<file path="src/rtl/mem_port_arbiter.sv">
// mem_port_arbiter: shares one single-ported memory between the core's
// instruction-fetch read channel and its data read/write channel.
// One transaction is in flight at a time. Data requests win over fetch,
// except that a fetch kept waiting through STARVE_MAX data grants is forced.
//
// Handshake rule for every core-side channel: a transfer happens in a cycle
// where valid and ready are both high. Requests are granted combinationally
// in IDLE (ready is asserted in the same cycle as valid). Response valids
// (rvalid/bvalid) and their payloads are held stable until the matching
// ready is seen. A store requires awvalid and wvalid together; they are
// accepted in the same cycle or not at all.
module mem_port_arbiter #(
  parameter int READ_LATENCY = 1,
  parameter int STARVE_MAX   = 4
) (
  input  logic        clk,
  input  logic        rst,
  // instruction fetch read channel
  input  logic [31:0] inst_araddr,
  input  logic        inst_arvalid,
  output logic        inst_arready,
  output logic [31:0] inst_rdata,
  output logic [1:0]  inst_rresp,
  output logic        inst_rvalid,
  input  logic        inst_rready,
  // data read channel
  input  logic [31:0] data_araddr,
  input  logic        data_arvalid,
  output logic        data_arready,
  output logic [31:0] data_rdata,
  output logic [1:0]  data_rresp,
  output logic        data_rvalid,
  input  logic        data_rready,
  // data write channel
  input  logic [31:0] data_awaddr,
  input  logic        data_awvalid,
  output logic        data_awready,
  input  logic [31:0] data_wdata,
  input  logic [3:0]  data_wstrb,
  input  logic        data_wvalid,
  output logic        data_wready,
  output logic [1:0]  data_bresp,
  output logic        data_bvalid,
  input  logic        data_bready,
  // flat memory port
  output logic [31:0] mem_addr,
  output logic        mem_ren,
  output logic        mem_wen,
  output logic [1:0]  mem_mask,
  output logic [31:0] mem_wdata,
  input  logic [31:0] mem_rdata,
  // debug visibility of the FSM and starvation counter
  output logic [1:0]  dbg_state,
  output logic [2:0]  dbg_starve_cnt
);

  typedef enum logic [1:0] {
    IDLE    = 2'd0,
    RD_WAIT = 2'd1,
    RD_RESP = 2'd2,
    WR_RESP = 2'd3
  } state_t;

  localparam logic [2:0] LAT_LAST   = 3'(READ_LATENCY);
  localparam logic [2:0] STARVE_LIM = 3'(STARVE_MAX);
  localparam logic [1:0] MASK_NONE  = 2'b11;

  state_t      state, state_nxt;
  logic        gnt_inst, gnt_inst_nxt;
  logic [2:0]  lat_cnt, lat_cnt_nxt;
  logic [2:0]  starve_cnt, starve_cnt_nxt;
  logic [31:0] rbuf, rbuf_nxt;
  logic [31:0] addr_q, addr_nxt;
  logic [31:0] wdata_q, wdata_nxt;
  logic [1:0]  bresp_q, bresp_nxt;

  logic        in_idle;
  logic        store_req;
  logic        fetch_forced;
  logic        grant_fetch;
  logic        grant_load;
  logic        grant_store;
  logic [1:0]  store_mask;
  logic        store_legal;

  // Only the three contiguous low-aligned strobe patterns map to a size.
  function automatic logic [1:0] strb_to_mask(input logic [3:0] strb);
    case (strb)
      4'b0001: strb_to_mask = 2'b00;
      4'b0011: strb_to_mask = 2'b01;
      4'b1111: strb_to_mask = 2'b10;
      default: strb_to_mask = MASK_NONE;
    endcase
  endfunction

  // Grant arbitration; grants are suppressed while rst is high so the
  // port stays quiet during reset.
  always_comb begin
    in_idle      = (state == IDLE) && !rst;
    store_req    = data_awvalid && data_wvalid;
    fetch_forced = inst_arvalid && (starve_cnt == STARVE_LIM);
    grant_fetch  = in_idle && inst_arvalid &&
                   (fetch_forced || (!store_req && !data_arvalid));
    grant_store  = in_idle && store_req && !fetch_forced;
    grant_load   = in_idle && data_arvalid && !store_req && !fetch_forced;
    store_mask   = strb_to_mask(data_wstrb);
    store_legal  = (store_mask != MASK_NONE);
  end

  // Next-state, register updates and all channel/memory outputs.
  always_comb begin
    state_nxt      = state;
    gnt_inst_nxt   = gnt_inst;
    lat_cnt_nxt    = lat_cnt;
    starve_cnt_nxt = starve_cnt;
    rbuf_nxt       = rbuf;
    bresp_nxt      = bresp_q;

    inst_arready   = grant_fetch;
    data_arready   = grant_load;
    data_awready   = grant_store;
    data_wready    = grant_store;
    inst_rvalid    = 1'b0;
    data_rvalid    = 1'b0;
    data_bvalid    = 1'b0;

    mem_ren        = grant_fetch || grant_load;
    mem_wen        = grant_store && store_legal;
    mem_mask       = grant_store ? store_mask : MASK_NONE;
    mem_addr       = addr_q;
    mem_wdata      = wdata_q;
    if (grant_fetch) mem_addr = inst_araddr;
    if (grant_load)  mem_addr = data_araddr;
    if (grant_store) begin
      mem_addr  = data_awaddr;
      mem_wdata = data_wdata;
    end
    // address and write data hold their last driven value between grants
    addr_nxt  = mem_addr;
    wdata_nxt = mem_wdata;

    case (state)
      IDLE: begin
        if (grant_fetch || grant_load) begin
          gnt_inst_nxt = grant_fetch;
          lat_cnt_nxt  = 3'd1;
          state_nxt    = RD_WAIT;
        end else if (grant_store) begin
          bresp_nxt = store_legal ? 2'b00 : 2'b10;
          state_nxt = WR_RESP;
        end
        if (grant_fetch || !inst_arvalid) begin
          starve_cnt_nxt = 3'd0;
        end else if ((grant_load || grant_store) && (starve_cnt != STARVE_LIM)) begin
          starve_cnt_nxt = starve_cnt + 3'd1;
        end
      end
      RD_WAIT: begin
        lat_cnt_nxt = lat_cnt + 3'd1;
        if (lat_cnt == LAT_LAST) begin
          rbuf_nxt  = mem_rdata;
          state_nxt = RD_RESP;
        end
      end
      RD_RESP: begin
        inst_rvalid = gnt_inst;
        data_rvalid = !gnt_inst;
        if (gnt_inst ? inst_rready : data_rready) state_nxt = IDLE;
      end
      WR_RESP: begin
        data_bvalid = 1'b1;
        if (data_bready) state_nxt = IDLE;
      end
      default: state_nxt = IDLE;
    endcase
  end

  // Read data is presented from the capture buffer on both channels;
  // only the granted channel's rvalid qualifies it.
  assign inst_rdata     = rbuf;
  assign data_rdata     = rbuf;
  assign inst_rresp     = 2'b00;
  assign data_rresp     = 2'b00;
  assign data_bresp     = bresp_q;
  assign dbg_state      = state;
  assign dbg_starve_cnt = starve_cnt;

  // State register with synchronous reset; an in-flight transaction is dropped.
  always_ff @(posedge clk) begin
    if (rst) begin
      state      <= IDLE;
      gnt_inst   <= 1'b0;
      lat_cnt    <= 3'd0;
      starve_cnt <= 3'd0;
      rbuf       <= 32'd0;
      addr_q     <= 32'd0;
      wdata_q    <= 32'd0;
      bresp_q    <= 2'b00;
    end else begin
      state      <= state_nxt;
      gnt_inst   <= gnt_inst_nxt;
      lat_cnt    <= lat_cnt_nxt;
      starve_cnt <= starve_cnt_nxt;
      rbuf       <= rbuf_nxt;
      addr_q     <= addr_nxt;
      wdata_q    <= wdata_nxt;
      bresp_q    <= bresp_nxt;
    end
  end

endmodule

</file>
<file path="config.mk">
export PLATFORM = sky130hd
export DESIGN_NAME = mem_port_arbiter
export DESIGN_NICKNAME = d
export VERILOG_FILES = /design/src/rtl/mem_port_arbiter.sv
export SDC_FILE = /design/constraint.sdc
export NUM_CORES = 1
export LEC_CHECK = 0
export BUFFER_PORTS_ARGS = -buffer_cell sky130_fd_sc_hd__buf_2
export CAP_MARGIN = 40
export CORE_AREA = 2 2 124 126
export CTS_CLUSTER_SIZE = 12
export DETAILED_ROUTE_END_ITERATION = 8
export DIE_AREA = 0 0 126 128
export GPL_ROUTABILITY_DRIVEN = 0
export HOLD_SLACK_MARGIN = 0.12
export PLACE_DENSITY_LB_ADDON = 0.15
export SLEW_MARGIN = 10
export SYNTH_ARGS = -nofsm -noshare
export SYNTH_HDL_FRONTEND = slang
export SYNTH_SLANG_ARGS = --single-unit
</file>
<file path="constraint.sdc">
create_clock -name clk -period 4.7 [get_ports clk]
set_clock_uncertainty 0.15 [all_clocks]
set_input_delay 0.47 -clock clk [delete_from_list [all_inputs] [get_ports clk]]
set_output_delay 0.47 -clock clk [all_outputs]
set_load 0.05 [all_outputs]
</file>
After elaboration in Yosys (flattened, before gate mapping)
Cells that the tools add are included.
{ "totals": {"out_inout_bits": 150, "regBits": 107, "wordCells": 79, "inputBits": 173} }
{ "op_classes": {"mux": 21, "n_eq_ne": 15, "n_reduce_logical": 32, "bitwise_logic": 1, "add_sub_neg": 2} }
{ "ops": {"columns": ["operator", "count"], "rows": [
  ["two-way mux 32 bit", 4],
  ["two-way mux 2 bit", 7],
  ["logical AND 1 bit", 13],
  ["!= test 2 bit (second input constant)", 5],
  ["two-way mux 3 bit", 3],
  ["one-hot mux 2 bit (4 select lines)", 1],
  ["AND reduction 2 bit", 4],
  ["adder 3 x 1 -> 3 bit (second input constant)", 2],
  ["logical NOT 1 bit", 6],
  ["!= test 3 bit (second input constant)", 2],
  ["one-hot mux 2 bit (3 select lines)", 1],
  ["one-hot mux 3 bit (2 select lines)", 1],
  ["== test 2 bit (second input constant)", 2],
  ["== test 4 x 1 -> 1 bit (second input constant)", 1],
  ["== test 4 x 2 -> 1 bit (second input constant)", 1],
  ["== test 4 bit (second input constant)", 1],
  ["logical OR 1 bit", 4],
  ["two-way mux 1 bit", 4],
  ["AND reduction 4 bit", 1],
  ["nonzero test 2 bit", 2],
  ["== test 3 x 1 -> 1 bit (second input constant)", 1],
  ["== test 3 bit (second input constant)", 1],
  ["AND reduction 3 bit", 1],
  ["== test 2 x 1 -> 1 bit (second input constant)", 1],
  ["2 further kinds", 2]
]} }

Longest topological paths before layout
{ "logic_depth": {"depth_word": 9, "ltp_mapped": 8, "ltp_nobuf": 7} }

Least setup slack after synthesis
OpenSTA, ideal clock, no wires.
{ "synth_path": {"path_kind": "register to output", "start": "register starve_cnt[0] (netlist: dbg_starve_cnt[0])", "end": "output port mem_addr[12]", "arrival_time_ns": 2.876, "n_path_buf": 2, "setup_slack_ns": 1.204, "path_stages_with_launch": 9, "cell_sequence": "dfxtp_1 > inv_1 > ha_1 > and2_1 > o211ai_1 > buf_4 > buf_6 > mux2i_1 > o21ai_0"} }
{ "synth_via": {"elab_chain_len": 7, "word_cells_on_any_way": 10} }
{ "synth_rtl": {"columns": ["item", "line", "text"], "rows": [
  ["start: declaration", "71", "logic [2:0] starve_cnt, starve_cnt_nxt;"],
  ["start signal: assignment", "203", "starve_cnt <= starve_cnt_nxt;"],
  ["== test 3 bit *", "101", "fetch_forced = inst_arvalid && (starve_cnt == STARVE_LIM);"],
  ["logical AND 1 bit *", "101", null],
  ["logical OR 1 bit", "103", "(fetch_forced || (!store_req && !data_arvalid));"],
  ["logical AND 1 bit", "102", "grant_fetch = in_idle && inst_arvalid &&"],
  ["two-way mux 32 bit", "132", "if (grant_fetch) mem_addr = inst_araddr;"],
  ["two-way mux 32 bit", "133", "if (grant_load) mem_addr = data_araddr;"],
  ["two-way mux 32 bit *", "134", "if (grant_store) begin"],
  ["end: declaration", "46", "output logic [31:0] mem_addr,"]
]} }
Mark *: on every way between the ends. The rest lies on a longest branch, timed or not.

Final worst setup path
{ "layout_path": {"start": "register starve_cnt[0] (netlist: dbg_starve_cnt[0])", "end": "output port mem_addr[16]"} }
Same word-level chain as after synthesis.

==> impl_metrics.tcl <==
set metrics [dict create \
    worstSkewPairLatency_ps 350 \
    path_cells "inv_1 > ha_1 > and2_1 > o211ai_1 > buf_4 > mux2i_1 > o21ai_0 > buf_2" \
    antennaDiodeCount 0 \
    dp.cells 1053 \
    mostFrequentLayoutCell "buf_2" \
    post_cts_resized 0 \
    ys_dominant_reg_cell "dfxtp_1" \
    cpMaxStageDelayCell "buf_4" \
    coreArea_um2 14900 \
    synth_async_sr_flop_share 0 \
    nets 1053 \
    worst-path-buf-inv 3 \
    clock_tree.root_cell "clkbuf_16" \
    synth-edff-count 0 \
    fmax_mhz 305 \
    path_clk_slew_ps 80 \
    mostFrequentLayoutCells "buf_2, dfxtp_1, nand2_1, o21ai_1, a21oi_1" \
    grt_pass1_vias 4871 \
    grt_max_degree 77 \
    crit_type "register to output port" \
    grt_pass1_wl_um 24200 \
    drive_above_1_share 0.438 \
    num_rows 45 \
    drtPass1Iterations 4 \
    ys_seq_area_frac 0.395 \
    port_buffers 317 \
    die_h_um 128 \
    status "finished, final reports clean" \
    dp_hpwl_um 11400 \
    routed_wl_um 15500 \
    antenna_left 0 \
    instances_no_fill 1068 \
    vdd_drop_max_v 0.000219 \
    vias 5071 \
    cts_tree "done" \
    rsz0062_at_grt "false" \
    die-area_um2 16100 \
    drv_slew 0 \
    max-cap-violations 0 \
    ys_ff_latch 106 \
    crit_fanout 34 \
    end_kind "output port" \
    cts_buffers 9 \
    critPathLaunchType "register" \
    cts_htree_levels 3 \
    post_cts_buffers 0 \
    path_delay_family "buffers and inverters" \
    leakagePower_uw 0.00363 \
    grt_overflow 0 \
    netlist_instances 616 \
    track_usage 0.185 \
    tightestPinTransition_ps 785 \
    power_density_nw_per_um2 365 \
    antenna_found_initial 1 \
    area_delta_synth_final_pct 31.0 \
    hold_path.class "input port to register" \
    setup_violations 0 \
    worst_hold_slack_ps 197 \
    period_share 0.697 \
    slowest_delay_ps 520 \
    synthDistinctLibCells 45 \
    clock_path_buffers 2 \
    wl_per_cell_um 14.5 \
    chipWidth_um 126 \
    syn_area_per_cell_um2 8.73 \
    required_ps 4080 \
    drc 0 \
    final.min_clock_period_ps 3280 \
    initial_utilization 0.362 \
    ys_warn_count 0 \
    relSlewSlack 0.477 \
    tns_ps 0 \
    via_per_inst 4.75 \
    finalHoldViolations 0 \
    netlist_area_um2 5380 \
    hold_buffers 0 \
    arrival_ps 2660 \
    drt_iter0_markers 210 \
    cts.sinks 106 \
    pin_count 323 \
]
[sequential cells by signal, indices dropped and copies added, names as in the netlist]
signal / flops
addr_q: 32
wdata_q: 32
gnt_inst: 1
dbg_state: 2
lat_cnt: 3
data_rdata: 32
data_bresp: 1
dbg_starve_cnt: 3
[kinds of logic (layout without fill, tap and decap cells)]
group	Yosys count	in the layout	share of synthesized area
compound gates	146	146	0.155
xor+xnor	2	2	0.00326
fa+ha+maj	4	4	0.00931
buf+inv	88	348	0.105
flops	106	106	0.395
mux	66	66	0.149
other cells	1	5	0.000697
simple gates	203	203	0.182
[through the flow]
stage / utilization / setup slack, ps / power [µW] / instance area, µm²
after CTS: 0.474 / 1400 / 2610 / 7040
after detailed placement: 0.455 / 1630 / 1880 / 6760
after global placement: 0.453 / 1640 / 1870 / 6730
after floorplan: - / 1200 / 1670 / 5390
final: 0.474 / 1420 / 2570 / 7040
after global routing: 0.474 / 1280 / 2700 / 7040
[cells in the mapped netlist, drive strengths merged, types with 4 or more instances]
library cell / n / share of area
o21ai: 70 / 0.065
nor2: 7 / 0.0049
a21o: 32 / 0.045
buf: 56 / 0.082
nand3: 36 / 0.034
nor2b: 34 / 0.040
ha: 4 / 0.0093
clkbuf: 26 / 0.019
nand2: 104 / 0.073
a21oi: 37 / 0.035
inv: 6 / 0.0047
dfxtp: 106 / 0.39
mux2: 33 / 0.087
mux2i: 33 / 0.061
nor3: 4 / 0.0079
[cell type report]
cell class,instances,area [µm²]
clock buffers,9,225
clock inverters,6,51.3
fillers,1554,7820
inverters,6,25.0
multi-input cells,426,2710
flip-flops and latches,106,2120
well taps,188,235
repair buffers,327,1680
[power by group]
group	switching [µW]	internal (µW)	total [µW]
Combinational	604	249	852
Clock	353	365	719
Sequential	33.3	964	998
[worst paths after layout]
check / startpoint / end / slack [ps] / depth (start not counted)
max: dbg_starve_cnt[0] / mem_addr[16] / 1420 / 8
min: mem_rdata[29] / data_rdata[29] / 200 / 3
max reg2reg: dbg_state[1] / addr_q[0] / 2130 / 6
min reg2reg: data_rdata[8] / data_rdata[8] / 320 / 2
[worst reg2reg max path, stage by stage (launching register included)]
cell and delay (ps):
dfxtp_1 480, or3_4 480, nor3_4 400, buf_8 220
buf_4 200, or2_4 390, o21ai_0 130
[layer usage]
layer / routed length, µm / GRT usage / vias up
met1: 6430 / 0.218 / 2287
met5: 16 / 0 / -
met2: 7420 / 0.319 / 192
li1: - / - / 2569
met3: 1310 / 0.0559 / 21
met4: 318 / 0.0666 / 2
Note: power is estimated with default switching activity, not from simulation.
